===== src/rtl/i2c_slave.sv =====
// I2C target with 4-byte RX/TX buffers behind a word-addressed register interface.
// Optional general-call (address 8'h00) support is enabled by defining I2C_SLAVE_GCALL_EN.
module i2c_slave #(
  parameter logic [6:0] SLAVE_ADDR = 7'h42,
  parameter int         NBYTES     = 4
) (
  input  logic        clk_i,
  input  logic        rst_ni,
  input  logic        write_i,
  input  logic [3:0]  data_be_i,
  input  logic [4:0]  addr_i,
  input  logic [31:0] wdata_i,
  output logic [31:0] rdata_o,
  input  logic        scl_i,
  input  logic        sda_i,
  output logic        sda_oe_o
);

  localparam logic [2:0] IDLE     = 3'd0;
  localparam logic [2:0] ADDR     = 3'd1;
  localparam logic [2:0] ADDR_ACK = 3'd2;
  localparam logic [2:0] RX       = 3'd3;
  localparam logic [2:0] RX_ACK   = 3'd4;
  localparam logic [2:0] TX       = 3'd5;
  localparam logic [2:0] TX_ACK   = 3'd6;
  localparam logic [2:0] IGNORE   = 3'd7;

  localparam logic [2:0] LAST_IDX = 3'(NBYTES);

  logic [1:0]  scl_sync, sda_sync;
  logic        scl_d, sda_d;
  logic        scl, sda;
  logic        scl_rise, scl_fall, start_det, stop_det;

  logic [2:0]  state;
  logic [2:0]  bit_cnt;
  logic [2:0]  byte_idx;
  logic [2:0]  nxt_idx;
  logic [7:0]  shreg;
  logic        byte_done;
  logic        addressed;
  logic        is_read;

  logic [31:0] rxd, txd;
  logic [6:0]  cfg_addr;
  logic        cfg_en;
  logic [2:0]  rx_cnt;
  logic        wr_done, rd_done, nack_ovf, gcall;

  logic [7:0]  cur_tx, nxt_tx;
  logic        addr_hit, gcall_hit;
  logic [2:0]  reg_sel;
  logic        unused_addr;

  function automatic logic [7:0] tx_sel(input logic [2:0] idx, input logic [31:0] t);
    case (idx)
      3'd0:    tx_sel = t[7:0];
      3'd1:    tx_sel = t[15:8];
      3'd2:    tx_sel = t[23:16];
      3'd3:    tx_sel = t[31:24];
      default: tx_sel = 8'hFF;
    endcase
  endfunction

  // Two synchroniser flops plus one history flop per line for edge detection.
  always_ff @(posedge clk_i or negedge rst_ni) begin
    if (!rst_ni) begin
      scl_sync <= 2'b11;
      sda_sync <= 2'b11;
      scl_d    <= 1'b1;
      sda_d    <= 1'b1;
    end else begin
      scl_sync <= {scl_sync[0], scl_i};
      sda_sync <= {sda_sync[0], sda_i};
      scl_d    <= scl_sync[1];
      sda_d    <= sda_sync[1];
    end
  end

  assign scl       = scl_sync[1];
  assign sda       = sda_sync[1];
  assign scl_rise  = scl & ~scl_d;
  assign scl_fall  = ~scl & scl_d;
  assign start_det = scl & scl_d & sda_d & ~sda;
  assign stop_det  = scl & scl_d & ~sda_d & sda;

  assign reg_sel     = addr_i[4:2];
  assign unused_addr = ^addr_i[1:0];

  assign nxt_idx  = (byte_idx >= LAST_IDX) ? byte_idx : byte_idx + 3'd1;
  assign cur_tx   = tx_sel(byte_idx, txd);
  assign nxt_tx   = tx_sel(nxt_idx, txd);
  assign addr_hit = cfg_en && (shreg[7:1] == cfg_addr);
`ifdef I2C_SLAVE_GCALL_EN
  assign gcall_hit = cfg_en && (shreg == 8'h00);
`else
  assign gcall_hit = 1'b0;
`endif

  // CPU writes come first so that a hardware status set later in the block wins.
  always_ff @(posedge clk_i or negedge rst_ni) begin
    if (!rst_ni) begin
      state     <= IDLE;
      bit_cnt   <= 3'd7;
      byte_idx  <= 3'd0;
      shreg     <= 8'h00;
      byte_done <= 1'b0;
      addressed <= 1'b0;
      is_read   <= 1'b0;
      sda_oe_o  <= 1'b0;
      rxd       <= 32'h0;
      txd       <= 32'h0;
      cfg_addr  <= SLAVE_ADDR;
      cfg_en    <= 1'b1;
      rx_cnt    <= 3'd0;
      wr_done   <= 1'b0;
      rd_done   <= 1'b0;
      nack_ovf  <= 1'b0;
      gcall     <= 1'b0;
    end else begin
      if (write_i) begin
        case (reg_sel)
          3'd1: begin
            for (int b = 0; b < 4; b++)
              if (data_be_i[b]) txd[b*8 +: 8] <= wdata_i[b*8 +: 8];
          end
          3'd2: begin
            if (data_be_i[1]) begin
              if (wdata_i[8])  wr_done  <= 1'b0;
              if (wdata_i[9])  rd_done  <= 1'b0;
              if (wdata_i[10]) nack_ovf <= 1'b0;
              if (wdata_i[11]) gcall    <= 1'b0;
            end
          end
          3'd3: begin
            if (data_be_i[0]) cfg_addr <= wdata_i[6:0];
            if (data_be_i[1]) cfg_en   <= wdata_i[8];
          end
          default: ;
        endcase
      end

      if (start_det) begin
        state     <= ADDR;
        bit_cnt   <= 3'd7;
        byte_done <= 1'b0;
        sda_oe_o  <= 1'b0;
      end else if (stop_det) begin
        state     <= IDLE;
        byte_done <= 1'b0;
        sda_oe_o  <= 1'b0;
        addressed <= 1'b0;
        if (addressed) begin
          if (is_read) rd_done <= 1'b1;
          else         wr_done <= 1'b1;
        end
      end else begin
        case (state)
          ADDR, RX: begin
            if (scl_rise) begin
              shreg <= {shreg[6:0], sda};
              if (bit_cnt == 3'd0) byte_done <= 1'b1;
              else                 bit_cnt   <= bit_cnt - 3'd1;
            end else if (scl_fall && byte_done) begin
              byte_done <= 1'b0;
              bit_cnt   <= 3'd7;
              if (state == ADDR) begin
                byte_idx <= 3'd0;
                if (addr_hit || gcall_hit) begin
                  state     <= ADDR_ACK;
                  sda_oe_o  <= 1'b1;
                  addressed <= 1'b1;
                  is_read   <= shreg[0];
                  if (!shreg[0]) rx_cnt <= 3'd0;
                  if (gcall_hit) gcall <= 1'b1;
                end else begin
                  state <= IGNORE;
                end
              end else if (byte_idx < LAST_IDX) begin
                rxd[{byte_idx[1:0], 3'b000} +: 8] <= shreg;
                rx_cnt   <= rx_cnt + 3'd1;
                state    <= RX_ACK;
                sda_oe_o <= 1'b1;
              end else begin
                nack_ovf <= 1'b1;
                sda_oe_o <= 1'b0;
                state    <= IGNORE;
              end
            end
          end
          ADDR_ACK: begin
            if (scl_fall) begin
              if (is_read) begin
                state    <= TX;
                sda_oe_o <= ~cur_tx[7];
              end else begin
                state    <= RX;
                sda_oe_o <= 1'b0;
              end
            end
          end
          RX_ACK: begin
            if (scl_fall) begin
              sda_oe_o <= 1'b0;
              byte_idx <= nxt_idx;
              state    <= RX;
            end
          end
          TX: begin
            if (scl_rise) begin
              if (bit_cnt == 3'd0) byte_done <= 1'b1;
              else                 bit_cnt   <= bit_cnt - 3'd1;
            end else if (scl_fall) begin
              if (byte_done) begin
                byte_done <= 1'b0;
                sda_oe_o  <= 1'b0;
                state     <= TX_ACK;
              end else begin
                sda_oe_o <= ~cur_tx[bit_cnt];
              end
            end
          end
          // Master's acknowledge is captured in shreg[0] on the ninth rising edge.
          TX_ACK: begin
            if (scl_rise) begin
              shreg     <= {shreg[6:0], sda};
              byte_done <= 1'b1;
            end else if (scl_fall && byte_done) begin
              byte_done <= 1'b0;
              bit_cnt   <= 3'd7;
              if (shreg[0]) begin
                state <= IGNORE;
              end else begin
                byte_idx <= nxt_idx;
                sda_oe_o <= ~nxt_tx[7];
                state    <= TX;
              end
            end
          end
          default: sda_oe_o <= 1'b0;
        endcase
      end
    end
  end

  always_comb begin
    rdata_o = 32'h0;
    case (reg_sel)
      3'd0: rdata_o = rxd;
      3'd1: rdata_o = txd;
      3'd2: rdata_o = {20'h0, gcall, nack_ovf, rd_done, wr_done, 5'h0, rx_cnt};
      3'd3: rdata_o = {23'h0, cfg_en, 1'b0, cfg_addr};
      default: rdata_o = 32'h0;
    endcase
  end

endmodule


===== config.mk =====
export PLATFORM = sky130hd
export DESIGN_NAME = i2c_slave
export DESIGN_NICKNAME = d
export VERILOG_FILES = /design/src/rtl/i2c_slave.sv
export SDC_FILE = /design/constraint.sdc
export NUM_CORES = 1
export LEC_CHECK = 0
export CAP_MARGIN = 5
export CORE_MARGIN = 5
export CORE_UTILIZATION = 45
export DETAILED_ROUTE_END_ITERATION = 10
export GPL_TIMING_DRIVEN = 0
export PLACE_DENSITY = 0.68
export SLEW_MARGIN = 0
export SYNTH_ARGS = -nofsm -noshare
export SYNTH_HDL_FRONTEND = slang
export SYNTH_SLANG_ARGS = --single-unit

===== constraint.sdc =====
create_clock -name clk_i -period 6.6 [get_ports clk_i]
set_clock_uncertainty 0.15 [all_clocks]
set_input_delay 0.66 -clock clk_i [delete_from_list [all_inputs] [get_ports clk_i]]
set_output_delay 0.66 -clock clk_i [all_outputs]
set_load 0.02 [all_outputs]

## Yosys cells after proc, flatten, opt, wreduce, memory -nomap -nowiden

Cells that the tools add are included.

- Multiplexer cells: 101
- Eq/ne operators: 41
- Shifts and indexed selects: 2
- Reductions and logical operators: 33
- Div/mod/pow operators: 0
- Order comparisons: 3
- Add/sub/neg operators: 4
- Multiply operators: 0
- Bitwise gates (word level): 18

Operators by type and width:

| kind | count |
|---|---|
| $pmux 32 s4 | 1 |
| $mux 3 | 33 |
| $pmux 8 s4 | 2 |
| $mux 1 | 56 |
| $ne 4x4->1 const B | 10 |
| $bwmux 32 | 1 |
| $shift 8x7->32 const A | 1 |
| $shiftx 8x7->32 | 1 |
| $reduce_and 10->1 | 3 |
| $eq 3x2->1 const B | 8 |
| $ne 2x2->1 const B | 10 |
| $pmux 3 s3 | 2 |
| $reduce_and 3->1 | 6 |
| $pmux 3 s5 | 1 |
| $reduce_and 7->1 | 2 |
| $eq 3x1->1 const B | 4 |
| $logic_not 3->1 | 4 |
| $not 1->1 | 11 |
| $ne 5x5->1 const B | 2 |
| $reduce_bool 2->1 | 5 |
| $eq 3x3->1 const B | 3 |
| $reduce_and 4->1 | 2 |
| $reduce_and 8->1 | 1 |
| $and 1x1->1 | 7 |
| 22 further kinds | 26 |

- Output and inout port bits: 33
- Memories: 0
- Bits in writable memories: 0
- ROM bits: 0
- Input bits: 46
- Register bits: 105
- Latch bits: 0

## Longest topological paths before layout

Gate-level depths: netlist (run 1).

- Depth after elaboration: 11
- Gate-level depth with buffers: 10
- Gate-level depth less buffers: 8

## Least setup slack after synthesis (run 1)

OpenSTA, ideal clock, no wires.

- Path kind: input-to-output
- Start: input port addr_i[2]
- End: output port rdata_o[11]
- Slack: 3.869 ns
- Data arrival time: 1.921 ns
- Required time: 5.790 ns
- Stages: 5
- Path through: buf_2 clkbuf_1 nor3_1 clkbuf_1 a22o_1

- Word-level cells in the longest chain between the ends: 2
- Elaborated cells between the ends (all ways): 5
- Classes of those cells: 3 x eq/ne; 1 x mux; 1 x reduce/logical

RTL lines:

| what | line | text |
|---|---|---|
| start, declared | 11 | `input logic [4:0] addr_i,` |
| $eq 3x2->1 (tied with other cells) | 248 | `case (reg_sel)` |
| $pmux 32 s4 * | 248 |  |
| end, declared | 13 | `output logic [31:0] rdata_o,` |

Mark *: on every way between the ends. The rest lies on a longest branch, timed or not.

## Worst setup path after layout (run 1)

- Start: input port addr_i[4]
- End: output port rdata_o[22]

Same word-level chain as after synthesis.

==> results of run 1 <==
==> placed cells by master (no fill, tap or decap), types with 3 or more instances in the layout <==
cell type and count:
mux4_2 4, nand3_2 4, mux2i_1 4, a21oi_1 22, nor3_1 8, and3_1 3
nand3b_1 4, nand4_1 3, clkbuf_16 9, xnor2_1 7, a222oi_1 4, o21ai_0 12
a31oi_1 5, dfstp_2 12, nand2b_1 4, inv_1 13, buf_2 13, nor2_1 29
a22oi_1 8, a221o_1 5, and3b_1 3, mux2_2 53, and2_1 3, dfrtp_1 93
o22ai_1 4, o21ai_1 35, a211oi_1 3, nand3_1 5, nor2b_1 14, clkbuf_1 20
clkdlybuf4s50_1 72, a22o_1 23, a32o_1 4, nand2_1 85, ha_1 12, a221oi_1 3
==> synth_stat cells, types with 5 or more instances <==
| master | n |
|---|---|
| nor2b_1 | 14 |
| clkbuf_1 | 18 |
| o21ai_0 | 12 |
| mux2_2 | 53 |
| a31oi_1 | 5 |
| a21oi_1 | 22 |
| nand2_1 | 85 |
| dfstp_2 | 12 |
| xnor2_1 | 7 |
| buf_2 | 13 |
| inv_1 | 13 |
| dfrtp_1 | 93 |
| nor3_1 | 8 |
| nand3_1 | 5 |
| a221o_1 | 5 |
| o21ai_1 | 35 |
| nor2_1 | 29 |
| a22o_1 | 23 |
| ha_1 | 12 |
| a22oi_1 | 8 |
==> cell type report <==
| type | instances | area [sq um] | share of cell area |
|---|---|---|---|
| tap | 172 | 215 | 0.0307 |
| clock buffer | 11 | 233 | 0.0332 |
| sequential | 105 | 2640 | 0.377 |
| clock inverter | 4 | 76.3 | 0.0109 |
| timing repair buffer | 74 | 756 | 0.108 |
| buffer | 34 | 155 | 0.0221 |
| inverter | 13 | 48.8 | 0.00696 |
| multi-input combinational | 411 | 2890 | 0.412 |
==> flip-flops by register name, summed over array words and instances (netlist names) <==
signal     flops
rxd           32
txd           32
shreg          8
cfg_addr       7
bit_cnt        3
byte_idx       3
rx_cnt         3
state          3
scl_sync       2
sda_sync       2
addressed      1
byte_done      1
cfg_en         1
is_read        1
nack_ovf       1
rd_done        1
scl_d          1
sda_d          1
sda_oe_o       1
wr_done        1
==> logic make-up after synthesis <==
logic type / count (synthesis) / synth area share
muxes: 62 / 0.129
buffers and inverters: 47 / 0.0356
DFF: 105 / 0.461
and+or+nand+nor: 176 / 0.148
AOI/OAI and AO/OA: 154 / 0.190
xor gates and xnor gates: 7 / 0.0107
adders and majority gates: 12 / 0.0262
==> routing by layer <==
layer,vias up,GRT usage,wire [um]
li1,2230,-,-
met1,2406,0.283,6850
met2,181,0.360,7850
met3,37,0.0476,1030
met4,0,0.0868,481
met5,-,0,0
==> power by group through the flow <==
stage	logic, mW	registers (mW)	clock network [mW]
2_1_floorplan	0.657	0.857	0
3_3_place_gp	0.881	0.915	0
3_5_place_dp	0.905	0.920	0
4_1_cts	0.911	0.909	0.578
5_1_grt	1.00	0.924	0.604
6_report	0.925	0.911	0.564
==> stage by stage <==
stage | utilization | worst slack, ps | hold WS (ps) | cell area, sq um | power, mW
2_1_floorplan | - | 3870 | 195 | 5740 | 1.51
3_3_place_gp | 0.532 | 819 | 196 | 6680 | 1.80
3_5_place_dp | 0.534 | 2760 | 198 | 6710 | 1.82
4_1_cts | 0.558 | 2760 | 135 | 7020 | 2.40
5_1_grt | 0.558 | 2610 | 150 | 7020 | 2.53
6_report | 0.558 | 2780 | 115 | 7020 | 2.40
==> critical path: cells and delay by family <==
family          cells  cell delay (ps)
compound gates      1              200
buf+inv             3             1550
simple gates        1              590
==> worst paths after layout <==
| check | slack (ps) | start | end | cells after the start |
|---|---|---|---|---|
| min in group clk_i | 210 | sda_sync[0] | sda_sync[1] | 0 |
| max | 2780 | addr_i[4] | rdata_o[22] | 5 |
| min reg2reg | 210 | sda_sync[0] | sda_sync[1] | 0 |
| max reg2reg | 3570 | byte_idx[0] | sda_oe_o | 10 |
| min | 120 | rst_ni | rxd[22] | 1 |
| max in group asynchronous | 5430 | rst_ni | sda_sync[1] | 2 |
==> results_dict.tcl, run 1 <==
set metrics [dict create \
    synth_top_area_cell "dfrtp_1" \
    core_area_sq_um 12600 \
    fin_nets 706 \
    cts.sinks 105 \
    cp-end-kind "output port" \
    hold_buffers 0 \
    finalCritPeriodShare 0.578 \
    clk_pin_slew_ps 70 \
    pwr-share-comb 0.386 \
    drt_iter0_markers 457 \
    critPathMostFrequentCell "clkdlybuf4s50_1" \
    netlist_area_sq_um 5740 \
    yosysTopAreaCellShare 0.406 \
    finalSetupTns_ps 0 \
    grt_start_max_net_pins 69 \
    cp_cell_sequence "clkdlybuf4s50_1, nor3b_2, clkbuf_1, a22o_1, clkdlybuf4s50_1" \
    setup_viol 0 \
    critical-path-max-stage-delay_ps 610 \
    dr.pass1.iters 6 \
    dpl.cell_count 809 \
    grt_antenna_before_repair 0 \
    slew_viol_final 0 \
    fp.dieH_um 123 \
    hp-class "primary input to asynchronous set/reset pin" \
    ys_seq_area_frac 0.461 \
    fill_cells 1117 \
    ys_types 66 \
    h-tree-depth 3 \
    ios 79 \
    cts_tree "built" \
    drv_cap 0 \
    insertion_delay_ps 350 \
    cts_resized 0 \
    async_reset_ff_frac 1.00 \
    power.internal_mw 1.49 \
    die_w_um 123 \
    startpoint_type "primary input" \
    arrival_ps 3010 \
    grt_pass1_wl_mm 25.6 \
    drc 0 \
    layoutNonFillerInstCount 824 \
    crit_fanout 10 \
    fmax_mhz 262 \
    grt_use_total 0.219 \
    tightest_slew_ps 963 \
    yosys-top-cells-area "dfrtp_1 (41%), mux2_2 (10%), nand2_1 (5.6%)" \
    critPathKind "primary input to output port" \
    swShare 0.379 \
    ys_ff_latch 105 \
    cts_setup_buffers 0 \
    place.gp.congestion 0.898 \
    switchingPower_uw 909 \
    dp_hpwl_mm 12.2 \
    ir_worst_vdd_uv 254 \
    vias 4854 \
    syn_avg_cell_area_sq_um 10.2 \
    max_slew_margin 0.353 \
    wl_per_cell_um 19.7 \
    fp-row-count 41 \
    syn_to_final_growth_pct 22.3 \
    min_period_ps 3820 \
    routed_wl_mm 16.2 \
    clkPwrFrac 0.235 \
    synth_ff_type "dfrtp_1" \
    drtAntennaViolNets 0 \
    start_util 0.456 \
    drive_above_1_share 0.172 \
    cts_buffers 9 \
    rsz0062_at_grt "no" \
    grt_pass1_vias 4766 \
    syn-num-nets 621 \
    leakage_nw 2.83 \
    avgViaCountPerCell 5.89 \
    antenna-diode-count 0 \
    synthCells 563 \
    hold_violations 0 \
    cts-root-buf "clkbuf_16" \
    crit_required_ps 5790 \
    port_buffers 73 \
    grt-ovfl-total 0 \
    status "complete, no violations" \
    clock_path_buffers 2 \
    synth_edf_count 0 \
    power_density_nw_per_um2 342 \
    dieArea_sq_um 15100 \
    seq_power_share 0.380 \
    cpMaxStageDelayCell "clkdlybuf4s50_1" \
    ys_warn_count 0 \
]
Note: power is estimated with default switching activity, not from simulation.
==> run 2, diff against run 1 <==
- clock period: 6.6 -> 3.9 ns (I/O delays scaled with it)
==> results_dict.tcl, run 2 (synthesis gave the netlist of run 1 again) <==
set metrics [dict create \
    h-tree-depth 3 \
    drt_iter0_markers 436 \
    critical_path.top_delay_family "buffers and inverters" \
    arrival_ps 2750 \
    reg.largest.list "rxd (32), txd (32), shreg (8)" \
    wl_met1_mm 6.69 \
    dp_hpwl_mm 12.2 \
    path_buf_inv 3 \
    insertion_delay_ps 360 \
    cts-root-buf "clkbuf_16" \
    min_period_ps 3290 \
    fin_nets 707 \
    vias 4864 \
    grt_start_max_net_pins 69 \
    grt_pass1_wl_mm 25.6 \
    power_density_nw_per_um2 577 \
    grt_antenna_before_repair 0 \
    slew_viol_final 0 \
    dpl-instance-area_sq_um 6710 \
    drtAntennaViolNets 0 \
    rsz0062_at_grt "no" \
    r2r_start "byte_idx[0]" \
    status "complete, no violations" \
    fp.dieH_um 123 \
    cp-end-kind "output port" \
    crit_fanout 10 \
    drive_above_1_share 0.172 \
    critPathMostFrequentCell "clkdlybuf4s50_1" \
    hold_violations 0 \
    dr_wl_met3_mm 1.09 \
    die_w_um 123 \
    final_common_cell "dfrtp_1" \
    antenna-diode-count 0 \
    dieArea_sq_um 15100 \
    fp-row-count 41 \
    drc 0 \
    cp_cell_sequence "clkdlybuf4s50_1, nor3_1, clkbuf_1, a22o_1, clkdlybuf4s50_1" \
    mostFrequentLayoutCells "dfrtp_1 (93), nand2_1 (85), clkdlybuf4s50_1 (72), mux2_2 (53), o21ai_1 (35)" \
    post-route-cell-area_sq_um 7030 \
    startpoint_type "primary input" \
    start_util 0.456 \
    min_from "sda_sync[0]" \
    dr.pass1.iters 7 \
    wl_per_cell_um 19.5 \
    fmax_mhz 304 \
    holdWs_ps 206 \
    finalCritPeriodShare 0.843 \
    critical-path-max-stage-delay_ps 610 \
    ios 79 \
    cpMaxStageDelayCell "clkdlybuf4s50_1" \
    tightest_slew_ps 902 \
    avgViaCountPerCell 5.90 \
    cts_resized 0 \
    grt-ovfl-total 0 \
    power_mw 4.06 \
    wl_met2_mm 7.80 \
    core_area_sq_um 12600 \
    port_buffers 73 \
    hp-class "flip-flop to flip-flop" \
    cts_buffers 9 \
    grt_pass1_vias 4774 \
    syn_to_final_growth_pct 22.5 \
    max_slew_margin 0.394 \
    startpoint "addr_i[4]" \
    clock_path_buffers 2 \
    fill_cells 1116 \
    cts.sinks 105 \
    crit_required_ps 3360 \
    ir_worst_vdd_uv 429 \
    setup_viol 0 \
    finalSetupTns_ps 0 \
    grt_use_total 0.220 \
    top_layer "met4" \
    routed_wl_mm 16.1 \
    place.gp.congestion 0.898 \
    cts_tree "built" \
    drv_cap 0 \
    critPathKind "primary input to output port" \
    leakage_nw 2.84 \
    clk_pin_slew_ps 60 \
]
-- run 2: cell types whose count changed in the layout (fill, tap and decap cells not counted), sizes merged --
cell,change
dlygate4sd3,+1
-- run 2: area by class of cell --
cell class,count,area (sq um),area share
clock inverters,4,76.3,0.0109
repair buffers,75,766,0.109
inverters,13,48.8,0.00695
flip-flops and latches,105,2640,0.376
well taps,172,215,0.0306
multi-input cells,411,2890,0.411
plain buffers,34,155,0.0221
clock buffers,11,233,0.0331
-- run 2: through the flow --
step | cells | utilization | setup WS, ps
6_report | 825 | 0.559 | 611
5_1_grt | 825 | 0.559 | 452
4_1_cts | 825 | 0.559 | 598
3_5_place_dp | 809 | 0.534 | 599
3_3_place_gp | 808 | 0.532 | -1610
2_1_floorplan | 563 | - | 1470
-- run 2: power by group --
part           internal [mW]  switching, mW  total (mW)
sequential              1.30          0.240        1.54
clock                  0.562          0.391       0.953
combinational          0.663          0.902        1.56
total                   2.52           1.53        4.06
-- run 2: final timing paths --
| kind | depth (start not counted) | to | slack (ps) |
|---|---|---|---|
| max | 5 | rdata_o[22] | 610 |
| min | 0 | sda_sync[1] | 210 |
| max reg2reg | 10 | sda_oe_o | 870 |
| min reg2reg | 0 | sda_sync[1] | 210 |
| max in group asynchronous | 3 | sda_sync[1] | 2440 |
| min in group asynchronous | 2 | rxd[22] | 410 |
-- run 2: per-layer routing --
layer | vias up | GRT usage
li1 | 2236 | -
met1 | 2387 | 0.283
met2 | 196 | 0.361
met3 | 45 | 0.0471
met4 | 0 | 0.0868
met5 | - | 0
-- run 2: timing repair --
| item | 4_1_cts | 5_1_grt |
|---|---|---|
| buffers inserted | 0 | 0 |
| hold endpoints to repair | 31 | 0 |
| hold buffers | 1 | 0 |
==> run 3, diff against run 2 <==
- clock period: 3.9 -> 3.25 ns (I/O delays scaled with it)
==> results_dict.tcl, run 3 (synthesis gave the netlist of run 1 again) <==
set metrics [dict create \
    fin_util 0.559 \
    h-tree-depth 3 \
    status "complete, no violations" \
    fmax_mhz 316 \
    cp_cell_sequence "clkdlybuf4s50_1, nor3b_2, clkbuf_1, a22o_1, clkdlybuf4s50_1" \
    fp.dieH_um 123 \
    die_w_um 123 \
    crit_fanout 10 \
    drt_iter0_markers 425 \
    cts_tree "built" \
    grt-ovfl-total 0 \
    fin_nets 707 \
    finalWorstSetupSlack_ps 89.9 \
    clk_pin_slew_ps 60 \
    rsz0062_at_grt "no" \
    antenna-diode-count 0 \
    leakage_nw 2.84 \
    start_util 0.456 \
    regArea_sq_um 2640 \
    final_common_cell "dfrtp_1" \
    dr.pass1.iters 6 \
    dp_hpwl_mm 12.2 \
    critPathMostFrequentCell "clkdlybuf4s50_1" \
    fill_cells 1115 \
    cts-root-buf "clkbuf_16" \
    tightest_slew_ps 910 \
    min_period_ps 3160 \
    cpMaxStageDelayCell "clkdlybuf4s50_1" \
    multiInputGateArea_sq_um 2890 \
    drv_cap 0 \
    cts_buffers 9 \
    cts_setup_buffers 0 \
    clock_path_buffers 2 \
    ir_worst_vdd_uv 516 \
    core_area_sq_um 12600 \
    crit_required_ps 2770 \
    routed_wl_mm 16.2 \
    grt_use_total 0.220 \
    startpoint_type "primary input" \
    slew_viol_final 0 \
    cp-end-kind "output port" \
    finalCritPeriodShare 0.972 \
    drc 0 \
    vias 4877 \
    power_mw 4.87 \
    critical-path-max-stage-delay_ps 610 \
    avgViaCountPerCell 5.91 \
    hp-class "flip-flop to flip-flop" \
    grt_pass1_vias 4774 \
    power_density_nw_per_um2 693 \
    syn_to_final_growth_pct 22.6 \
    port_buffers 73 \
    cts.sinks 105 \
    hold_violations 0 \
    max_slew_margin 0.389 \
    ios 79 \
    place_ws_ps 79.3 \
    grt_antenna_before_repair 0 \
    arrival_ps 2690 \
    drive_above_1_share 0.173 \
    fp-row-count 41 \
    wl_per_cell_um 19.6 \
    setup_viol 0 \
    place.gp.congestion 0.898 \
    grt_start_max_net_pins 69 \
    dieArea_sq_um 15100 \
    mostFrequentLayoutCells "dfrtp_1 (93), nand2_1 (85), clkdlybuf4s50_1 (72), mux2_2 (53), o21ai_1 (35)" \
    critPathKind "primary input to output port" \
    grt_pass1_wl_mm 25.6 \
    insertion_delay_ps 360 \
    drtAntennaViolNets 0 \
    reg.largest.list "rxd (32), txd (32), shreg (8)" \
]
==> run 3: worst max-delay path, delay by kind of cell <==
kind	cells	cell delay, ps
AND/OR/NAND/NOR	1	590
AO/OA/AOI/OAI	1	200
buffers and inverters	3	1570
==> run 3: through the flow <==
| step | hold WS, ps | setup TNS [ps] | instances | cell area (sq um) |
|---|---|---|---|---|
| after floorplan | -121 | 0 | 563 | 5740 |
| after global placement | 196 | -214530 | 808 | 6680 |
| after detailed placement | 186 | 0 | 809 | 6710 |
| after CTS | 207 | 0 | 825 | 7030 |
| after global routing | 213 | 0 | 825 | 7030 |
| final | 207 | 0 | 825 | 7030 |
==> run 3: power breakdown <==
part | leakage (nW) | switching (mW) | total, mW | internal, mW
clock network | 0.146 | 0.471 | 1.14 | 0.674
registers | 1.35 | 0.291 | 1.85 | 1.56
logic | 1.35 | 1.08 | 1.88 | 0.795
==> run 3: timing repair <==
item,in CTS,in global routing
endpoints found under the hold margin,31,0
setup endpoints to repair,0,20
hold buffers,1,0
resized for setup,0,1
==> run 3: final timing paths <==
kind	slack [ps]	depth (start not counted)	start	endpoint
setup / recovery	90	5	addr_i[4]	rdata_o[22]
setup reg to reg	210	10	byte_idx[0]	sda_oe_o
hold reg to reg	210	0	sda_sync[0]	sda_sync[1]
hold / removal	210	0	sda_sync[0]	sda_sync[1]
max in group asynchronous	1850	3	rst_ni	sda_sync[1]
min in group asynchronous	350	2	rst_ni	rxd[22]
==> run 3: cell type report <==
type,instances,share of cell area
buffer,34,0.0221
clock buffer,11,0.0331
clock inverter,4,0.0109
inverter,13,0.00694
multi-input combinational,411,0.412
sequential,105,0.376
tap,172,0.0306
timing repair buffer,75,0.109
==> run 3: per-layer routing <==
metal	wire (um)	global-route usage	part of all wire	vias to the layer above
met1	6640	0.283	0.41	2379
li1	-	-	-	2232
met5	0	0	0	-
met2	7820	0.361	0.48	223
met4	513	0.0868	0.032	0
met3	1190	0.0471	0.074	43
